==> src/rtl/gpu_pkg.sv <==
// Shared types for the frame sequencer: FSM state encoding, voxel word layout
// and palette size.
package gpu_pkg;

  localparam int DEF_COORD_BITS   = 8;
  localparam int DEF_PALETTE_BITS = 8;
  localparam int NUM_PALETTE      = 2**DEF_PALETTE_BITS;

  typedef enum logic [3:0] {
    IDLE, VFETCH, VLOAD, RPULSE, RWAIT,
    PFETCH, PLOAD, SPULSE, SWAIT,
    READOUT, DONE
  } seq_state_t;

  typedef struct packed {
    logic [DEF_COORD_BITS-1:0]   x;
    logic [DEF_COORD_BITS-1:0]   y;
    logic [DEF_COORD_BITS-1:0]   z;
    logic [DEF_PALETTE_BITS-1:0] id;
  } voxel_t;

endpackage

==> src/rtl/raster_scan.sv <==
// Row-major scan of the shader grid for framebuffer readout. The counters
// step while enabled and sit at zero otherwise.
module raster_scan #(
  parameter int ROWS         = 4,
  parameter int COLS         = 4,
  parameter int ROW_BITS     = 8,
  parameter int COL_BITS     = 8,
  parameter int FB_ADDR_BITS = 16
) (
  input  logic                    clock_i,
  input  logic                    reset_i,
  input  logic                    en_i,
  output logic [ROW_BITS-1:0]     row_o,
  output logic [COL_BITS-1:0]     col_o,
  output logic [FB_ADDR_BITS-1:0] fb_addr_o,
  output logic                    done_o
);

  localparam logic [ROW_BITS-1:0] ROW_LAST = ROW_BITS'(ROWS - 1);
  localparam logic [COL_BITS-1:0] COL_LAST = COL_BITS'(COLS - 1);

  logic [ROW_BITS-1:0] row_q;
  logic [COL_BITS-1:0] col_q;
  logic                last;

  assign last = (row_q == ROW_LAST) && (col_q == COL_LAST);

  always_ff @(posedge clock_i or posedge reset_i) begin
    if (reset_i) begin
      row_q <= '0;
      col_q <= '0;
    end else if (!en_i || last) begin
      row_q <= '0;
      col_q <= '0;
    end else if (col_q == COL_LAST) begin
      col_q <= '0;
      row_q <= row_q + 1'b1;
    end else begin
      col_q <= col_q + 1'b1;
    end
  end

  assign row_o     = row_q;
  assign col_o     = col_q;
  assign fb_addr_o = FB_ADDR_BITS'(row_q) * FB_ADDR_BITS'(COLS) + FB_ADDR_BITS'(col_q);
  assign done_o    = en_i & last;

endmodule

==> src/rtl/frame_sequencer.sv <==
// Frame controller: rasterize pass over all voxels, shade pass over every
// palette id, then readout of the shader grid into the framebuffer.
module frame_sequencer
  import gpu_pkg::*;
#(
  parameter int ROWS         = 4,
  parameter int COLS         = 4,
  parameter int ROW_BITS     = 8,
  parameter int COL_BITS     = 8,
  parameter int COORD_BITS   = 8,
  parameter int PALETTE_BITS = 8,
  parameter int PIXEL_BITS   = 8,
  parameter int VADDR_BITS   = 10,
  parameter int FB_ADDR_BITS = 16
) (
  input  logic                                 clock_i,
  input  logic                                 reset_i,
  input  logic                                 start_i,
  input  logic [VADDR_BITS:0]                  num_voxels_i,
  output logic                                 busy_o,
  output logic                                 frame_done_o,
  output logic [VADDR_BITS-1:0]                voxel_addr_o,
  input  logic [3*COORD_BITS+PALETTE_BITS-1:0] voxel_rdata_i,
  output logic [PALETTE_BITS-1:0]              palette_addr_o,
  input  logic [PIXEL_BITS-1:0]                palette_rdata_i,
  output logic [COORD_BITS-1:0]                voxel_x_o,
  output logic [COORD_BITS-1:0]                voxel_y_o,
  output logic [COORD_BITS-1:0]                voxel_z_o,
  output logic [PALETTE_BITS-1:0]              voxel_id_o,
  output logic [PIXEL_BITS-1:0]                palette_entry_o,
  output logic                                 do_rasterize_o,
  output logic                                 do_shade_o,
  input  logic                                 rasterizing_done_i,
  input  logic                                 shading_done_i,
  output logic [ROW_BITS-1:0]                  row_o,
  output logic [COL_BITS-1:0]                  col_o,
  input  logic [PIXEL_BITS-1:0]                pixel_i,
  output logic                                 fb_we_o,
  output logic [FB_ADDR_BITS-1:0]              fb_addr_o,
  output logic [PIXEL_BITS-1:0]                fb_wdata_o
);

  localparam logic [PALETTE_BITS:0] PI_END = {1'b1, {PALETTE_BITS{1'b0}}};

  seq_state_t              state_q;
  logic [VADDR_BITS:0]     num_q;
  logic [VADDR_BITS:0]     vi_q;
  logic [PALETTE_BITS:0]   pi_q;
  logic [VADDR_BITS-1:0]   voxel_addr_q;
  logic [PALETTE_BITS-1:0] palette_addr_q;
  voxel_t                  voxel_q;
  logic [PIXEL_BITS-1:0]   palette_q;
  logic                    busy_q;
  logic                    frame_done_q;
  logic                    do_rasterize_q;
  logic                    do_shade_q;

  logic [VADDR_BITS:0]     vi_inc;
  logic [PALETTE_BITS:0]   pi_inc;
  logic                    scan_en;
  logic                    scan_done;

  assign vi_inc  = vi_q + 1'b1;
  assign pi_inc  = pi_q + 1'b1;
  assign scan_en = (state_q == READOUT);

  // Pulses are registered on entry to the PULSE state, so each is one cycle wide.
  always_ff @(posedge clock_i or posedge reset_i) begin
    if (reset_i) begin
      state_q        <= IDLE;
      num_q          <= '0;
      vi_q           <= '0;
      pi_q           <= '0;
      voxel_addr_q   <= '0;
      palette_addr_q <= '0;
      voxel_q        <= '0;
      palette_q      <= '0;
      busy_q         <= 1'b0;
      frame_done_q   <= 1'b0;
      do_rasterize_q <= 1'b0;
      do_shade_q     <= 1'b0;
    end else begin
      frame_done_q   <= 1'b0;
      do_rasterize_q <= 1'b0;
      do_shade_q     <= 1'b0;
      case (state_q)
        IDLE: begin
          if (start_i) begin
            num_q  <= num_voxels_i;
            vi_q   <= '0;
            pi_q   <= '0;
            busy_q <= 1'b1;
            if (num_voxels_i == '0) begin
              palette_addr_q <= '0;
              state_q        <= PFETCH;
            end else begin
              voxel_addr_q <= '0;
              state_q      <= VFETCH;
            end
          end
        end
        VFETCH: state_q <= VLOAD;
        VLOAD: begin
          voxel_q        <= voxel_t'(voxel_rdata_i);
          do_rasterize_q <= 1'b1;
          state_q        <= RPULSE;
        end
        RPULSE: state_q <= RWAIT;
        RWAIT: begin
          if (rasterizing_done_i) begin
            vi_q <= vi_inc;
            if (vi_inc == num_q) begin
              pi_q           <= '0;
              palette_addr_q <= '0;
              state_q        <= PFETCH;
            end else begin
              voxel_addr_q <= vi_inc[VADDR_BITS-1:0];
              state_q      <= VFETCH;
            end
          end
        end
        PFETCH: state_q <= PLOAD;
        PLOAD: begin
          palette_q  <= palette_rdata_i;
          voxel_q.id <= pi_q[PALETTE_BITS-1:0];
          do_shade_q <= 1'b1;
          state_q    <= SPULSE;
        end
        SPULSE: state_q <= SWAIT;
        SWAIT: begin
          if (shading_done_i) begin
            if (pi_inc == PI_END) begin
              pi_q    <= '0;
              state_q <= READOUT;
            end else begin
              pi_q           <= pi_inc;
              palette_addr_q <= pi_inc[PALETTE_BITS-1:0];
              state_q        <= PFETCH;
            end
          end
        end
        READOUT: begin
          if (scan_done) begin
            busy_q       <= 1'b0;
            frame_done_q <= 1'b1;
            state_q      <= DONE;
          end
        end
        DONE:    state_q <= IDLE;
        default: state_q <= IDLE;
      endcase
    end
  end

  raster_scan #(
    .ROWS         (ROWS),
    .COLS         (COLS),
    .ROW_BITS     (ROW_BITS),
    .COL_BITS     (COL_BITS),
    .FB_ADDR_BITS (FB_ADDR_BITS)
  ) u_scan (
    .clock_i   (clock_i),
    .reset_i   (reset_i),
    .en_i      (scan_en),
    .row_o     (row_o),
    .col_o     (col_o),
    .fb_addr_o (fb_addr_o),
    .done_o    (scan_done)
  );

  assign busy_o          = busy_q;
  assign frame_done_o    = frame_done_q;
  assign voxel_addr_o    = voxel_addr_q;
  assign palette_addr_o  = palette_addr_q;
  assign voxel_x_o       = voxel_q.x;
  assign voxel_y_o       = voxel_q.y;
  assign voxel_z_o       = voxel_q.z;
  assign voxel_id_o      = voxel_q.id;
  assign palette_entry_o = palette_q;
  assign do_rasterize_o  = do_rasterize_q;
  assign do_shade_o      = do_shade_q;
  assign fb_we_o         = scan_en;
  assign fb_wdata_o      = scan_en ? pixel_i : '0;

endmodule

==> config.mk <==
export PLATFORM = sky130hd
export DESIGN_NAME = frame_sequencer
export DESIGN_NICKNAME = d
export VERILOG_FILES = /design/src/rtl/gpu_pkg.sv /design/src/rtl/raster_scan.sv /design/src/rtl/frame_sequencer.sv
export SDC_FILE = /design/constraint.sdc
export NUM_CORES = 1
export LEC_CHECK = 0
export ABC_AREA = 1
export CORE_MARGIN = 2
export CORE_UTILIZATION = 48
export DETAILED_ROUTE_END_ITERATION = 6
export HOLD_SLACK_MARGIN = 0.08
export PLACE_DENSITY = 0.81
export SYNTH_ARGS = -nofsm -noshare
export SYNTH_HDL_FRONTEND = slang
export SYNTH_SLANG_ARGS = --single-unit
==> constraint.sdc <==
create_clock -name clock_i -period 4.7 [get_ports clock_i]
set_input_delay 1.41 -clock clock_i [delete_from_list [all_inputs] [get_ports clock_i]]
set_output_delay 1.41 -clock clock_i [all_outputs]
set_load 0.01 [all_outputs]
==> metrics.txt <==
outcome finished clean; RSZ-0062 raised after global routing no; Power Total 3.93 mW; worst reg2reg path depth 10; Final min period approximately 4.3 ns; Synth area leaders dfrtp_1, nand2_1, inv_1; most frequent cells in the layout nand2_1, clkdlybuf4s50_1, dfrtp_1; Ant. Diodes 0; Root Buffer clkbuf_16; Post-CTS Setup Repair Bufs 0; Setup-failing EPs final 0; internal power between 2 and 3 mW; largest fanout on the critical path 6; Hold Path End voxel_y_o[1]$_DFFE_PP0P_; asr flop ratio synth 100%; Synth Register Bits ~110; Post-Synthesis Cell Area about 0.0058 sq mm; GRT Total Usage between 20% and 30%; Clock Skew 0.00576 ns; Crit Path Class register to output port; via count 5148; Initial Util 48.6%; die width approximately 110 microns; Nets just under 1000; Inserted Clock Buffers 17; Synth warnings 0; pin count of the biggest net entering global routing 68; DRC violations left 0; Final ANT Viol Nets 0; PostCTS Resize Cnt 0; first-pass GRT wire length around 24 mm; row count 40; Post-synth EDFFs 0; Syn Area/Cell 7.98 sq um; final hold vios 0; Clock H-tree levels 4; Slew headroom around 44%; Max clock buf depth 2; CP startpoint kind register; Arrival @ worst endpoint slightly below 3 ns; final period utilization about nine tenths; max cap viols 0; Yosys cell types 41; Chip Height 114 microns; Post-CTS Hold Fix Bufs 0; Final Worst Setup Slack between 0.4 and 0.5 ns; Yosys top cell by area dfrtp_1; Seq/Total Area, Yosys between 40% and 50%; clock sinks approximately 110; core area approximately 0.012 sq mm; Slew @ Worst Pin roughly 0.84 ns; Cells after Synth ~730; Slew Viols, Final 0; endpoint class of the critical path output port; most common cell after layout, fill and taps aside nand2_1; Clock transition at path regs roughly 0.050 ns; Worst IR Drop VDD 223 uV; vias in the first global route roughly 5000; share of cells above drive strength 1 8.54%; routed vias/inst between 4 and 5; setup TNS 0 ns; r2r endpoint voxel_addr_o[3]$_DFFE_PP0P_; grt ovf 0; DR WL/cell around 13 microns; sw frac between 30% and 40%; power share of the combinational group 36.3%; Post-Place Worst Slack between 0.7 and 0.8 ns; reg2reg setup slack 2.10 ns; Critical Path RT about 3.3 ns; Leak Pwr 3.76 nW; IO Pins 167; port bufs 161; area added between synthesis and finish 38.7%; PwrDens around 500 mW/mm^2; initial antenna violation count 1; Synth top area share about half; Seq pwr share a little over a third; ys flop type dfrtp_1; CTS tree done; switching pwr 1.39 mW; worst r2r src state_q[0]$_DFFE_PP0P_; Min-Delay Startpoint voxel_y_o[1]$_DFFE_PP0P_; Clk pwr share 28.4%; clk_lat worst skew between 0.4 and 0.5 ns; drt pass-1 iters 5; WL final between 10 and 15 mm; initial detailed-routing violation count about 250; Hold Path Depth 2; Max Clk Rate 0.233 GHz; HPWL after DPL ~10 mm; worst min path class register to register; Placer Congestion 0.877; die area about 0.013 sq mm
-- critical path: stages, from the launching register on --
cell,delay [ns]
dfrtp_1,0.43
ha_1,0.20
inv_1,0.05
fa_1,0.40
o21ai_0,0.30
a21oi_1,0.10
o21ai_0,0.28
xor2_1,0.18
clkdlybuf4s50_1,0.55
-- cell usage after synthesis (2+ instances only) --
cell type	count
buf_2	5
inv_2	4
nor3b_1	2
buf_4	7
ha_1	10
xor2_1	14
nand2_4	3
dfrtp_1	113
inv_1	79
clkbuf_1	6
o21ai_2	12
nor4_1	2
nand3b_1	6
nand2_1	262
o21ai_0	22
a21oi_1	14
nor3_1	9
o211ai_1	5
buf_6	2
nor2_4	4
nand3_2	4
inv_4	2
o21ai_1	6
nor2_2	5
nand4_1	13
nand2_2	3
or2_2	2
nor2_1	51
nand3_1	46
-- power by group through the flow --
| stage | Sequential [mW] | Clock, mW | Combinational [mW] |
|---|---|---|---|
| 2_1_floorplan | 1.47 | 0 | 0.773 |
| 3_3_place_gp | 1.39 | 0 | 1.41 |
| 3_5_place_dp | 1.40 | 0 | 1.43 |
| 4_1_cts | 1.39 | 1.13 | 1.44 |
| 5_1_grt | 1.42 | 1.18 | 1.59 |
| 6_report | 1.39 | 1.11 | 1.43 |
-- how the worst max path moves through the flow --
stage / startpoint / endpoint
2_1_floorplan: reset_i / busy_o$_DFFE_PP0P_
3_3_place_gp: pixel_i[0] / fb_wdata_o[0]
6_report: u_scan.col_o[2]$_DFF_PP0_ / fb_addr_o[8]
5_1_grt: u_scan.col_o[2]$_DFF_PP0_ / fb_addr_o[10]
4_1_cts: u_scan.col_o[2]$_DFF_PP0_ / fb_addr_o[8]
3_5_place_dp: pixel_i[3] / fb_wdata_o[3]
-- through the flow --
step	hold slack (ns)	cells	util, %	area, sq um
2_1_floorplan	0.455	729	-	5800
3_3_place_gp	0.453	1020	63.1	7520
3_5_place_dp	0.458	1020	63.1	7520
4_1_cts	0.470	1049	67.4	8030
5_1_grt	0.488	1049	67.4	8030
6_report	0.465	1049	67.4	8030
-- cells by family (layout without fill, tap and decap cells) --
| logic type | Yosys count | count (layout) | share of synthesized area [%] |
|---|---|---|---|
| simple gates | 417 | 417 | 31.9 |
| flops | 113 | 113 | 48.9 |
| buf+inv | 105 | 278 | 7.72 |
| compound gates | 63 | 63 | 6.72 |
| xor+xnor | 15 | 15 | 2.27 |
| fa+ha+maj | 11 | 11 | 2.51 |
| other cells | 1 | 5 | 0.0648 |
-- state kept, by name, indices dropped and copies added (netlist names) --
name and flops:
busy_o 1, do_rasterize_o 1, do_shade_o 1, frame_done_o 1, num_q 11, palette_addr_o 8, palette_entry_o 8, pi_q 9
state_q 4, u_scan.col_o 8, u_scan.row_o 8, vi_q 11, voxel_addr_o 10, voxel_id_o 8, voxel_x_o 8, voxel_y_o 8
voxel_z_o 8
-- routing by layer --
metal / global-route usage, % / vias up / share of wire, %
met5: 0 / - / 0
met4: 9.11 / 0 / 2.3
met3: 6.00 / 30 / 6.2
met2: 37.3 / 146 / 48
met1: 29.5 / 2353 / 44
li1: - / 2619 / -
-- cell type report --
| type | instances | area, sq um |
|---|---|---|
| flip-flops and latches | 113 | 2830 |
| fillers | 986 | 3880 |
| multi-input cells | 511 | 2530 |
| clock buffers | 22 | 474 |
| inverters | 85 | 327 |
| clock inverters | 7 | 37.5 |
| repair buffers | 164 | 1650 |
| well taps | 147 | 184 |
Power figures use the tool's default switching activity.
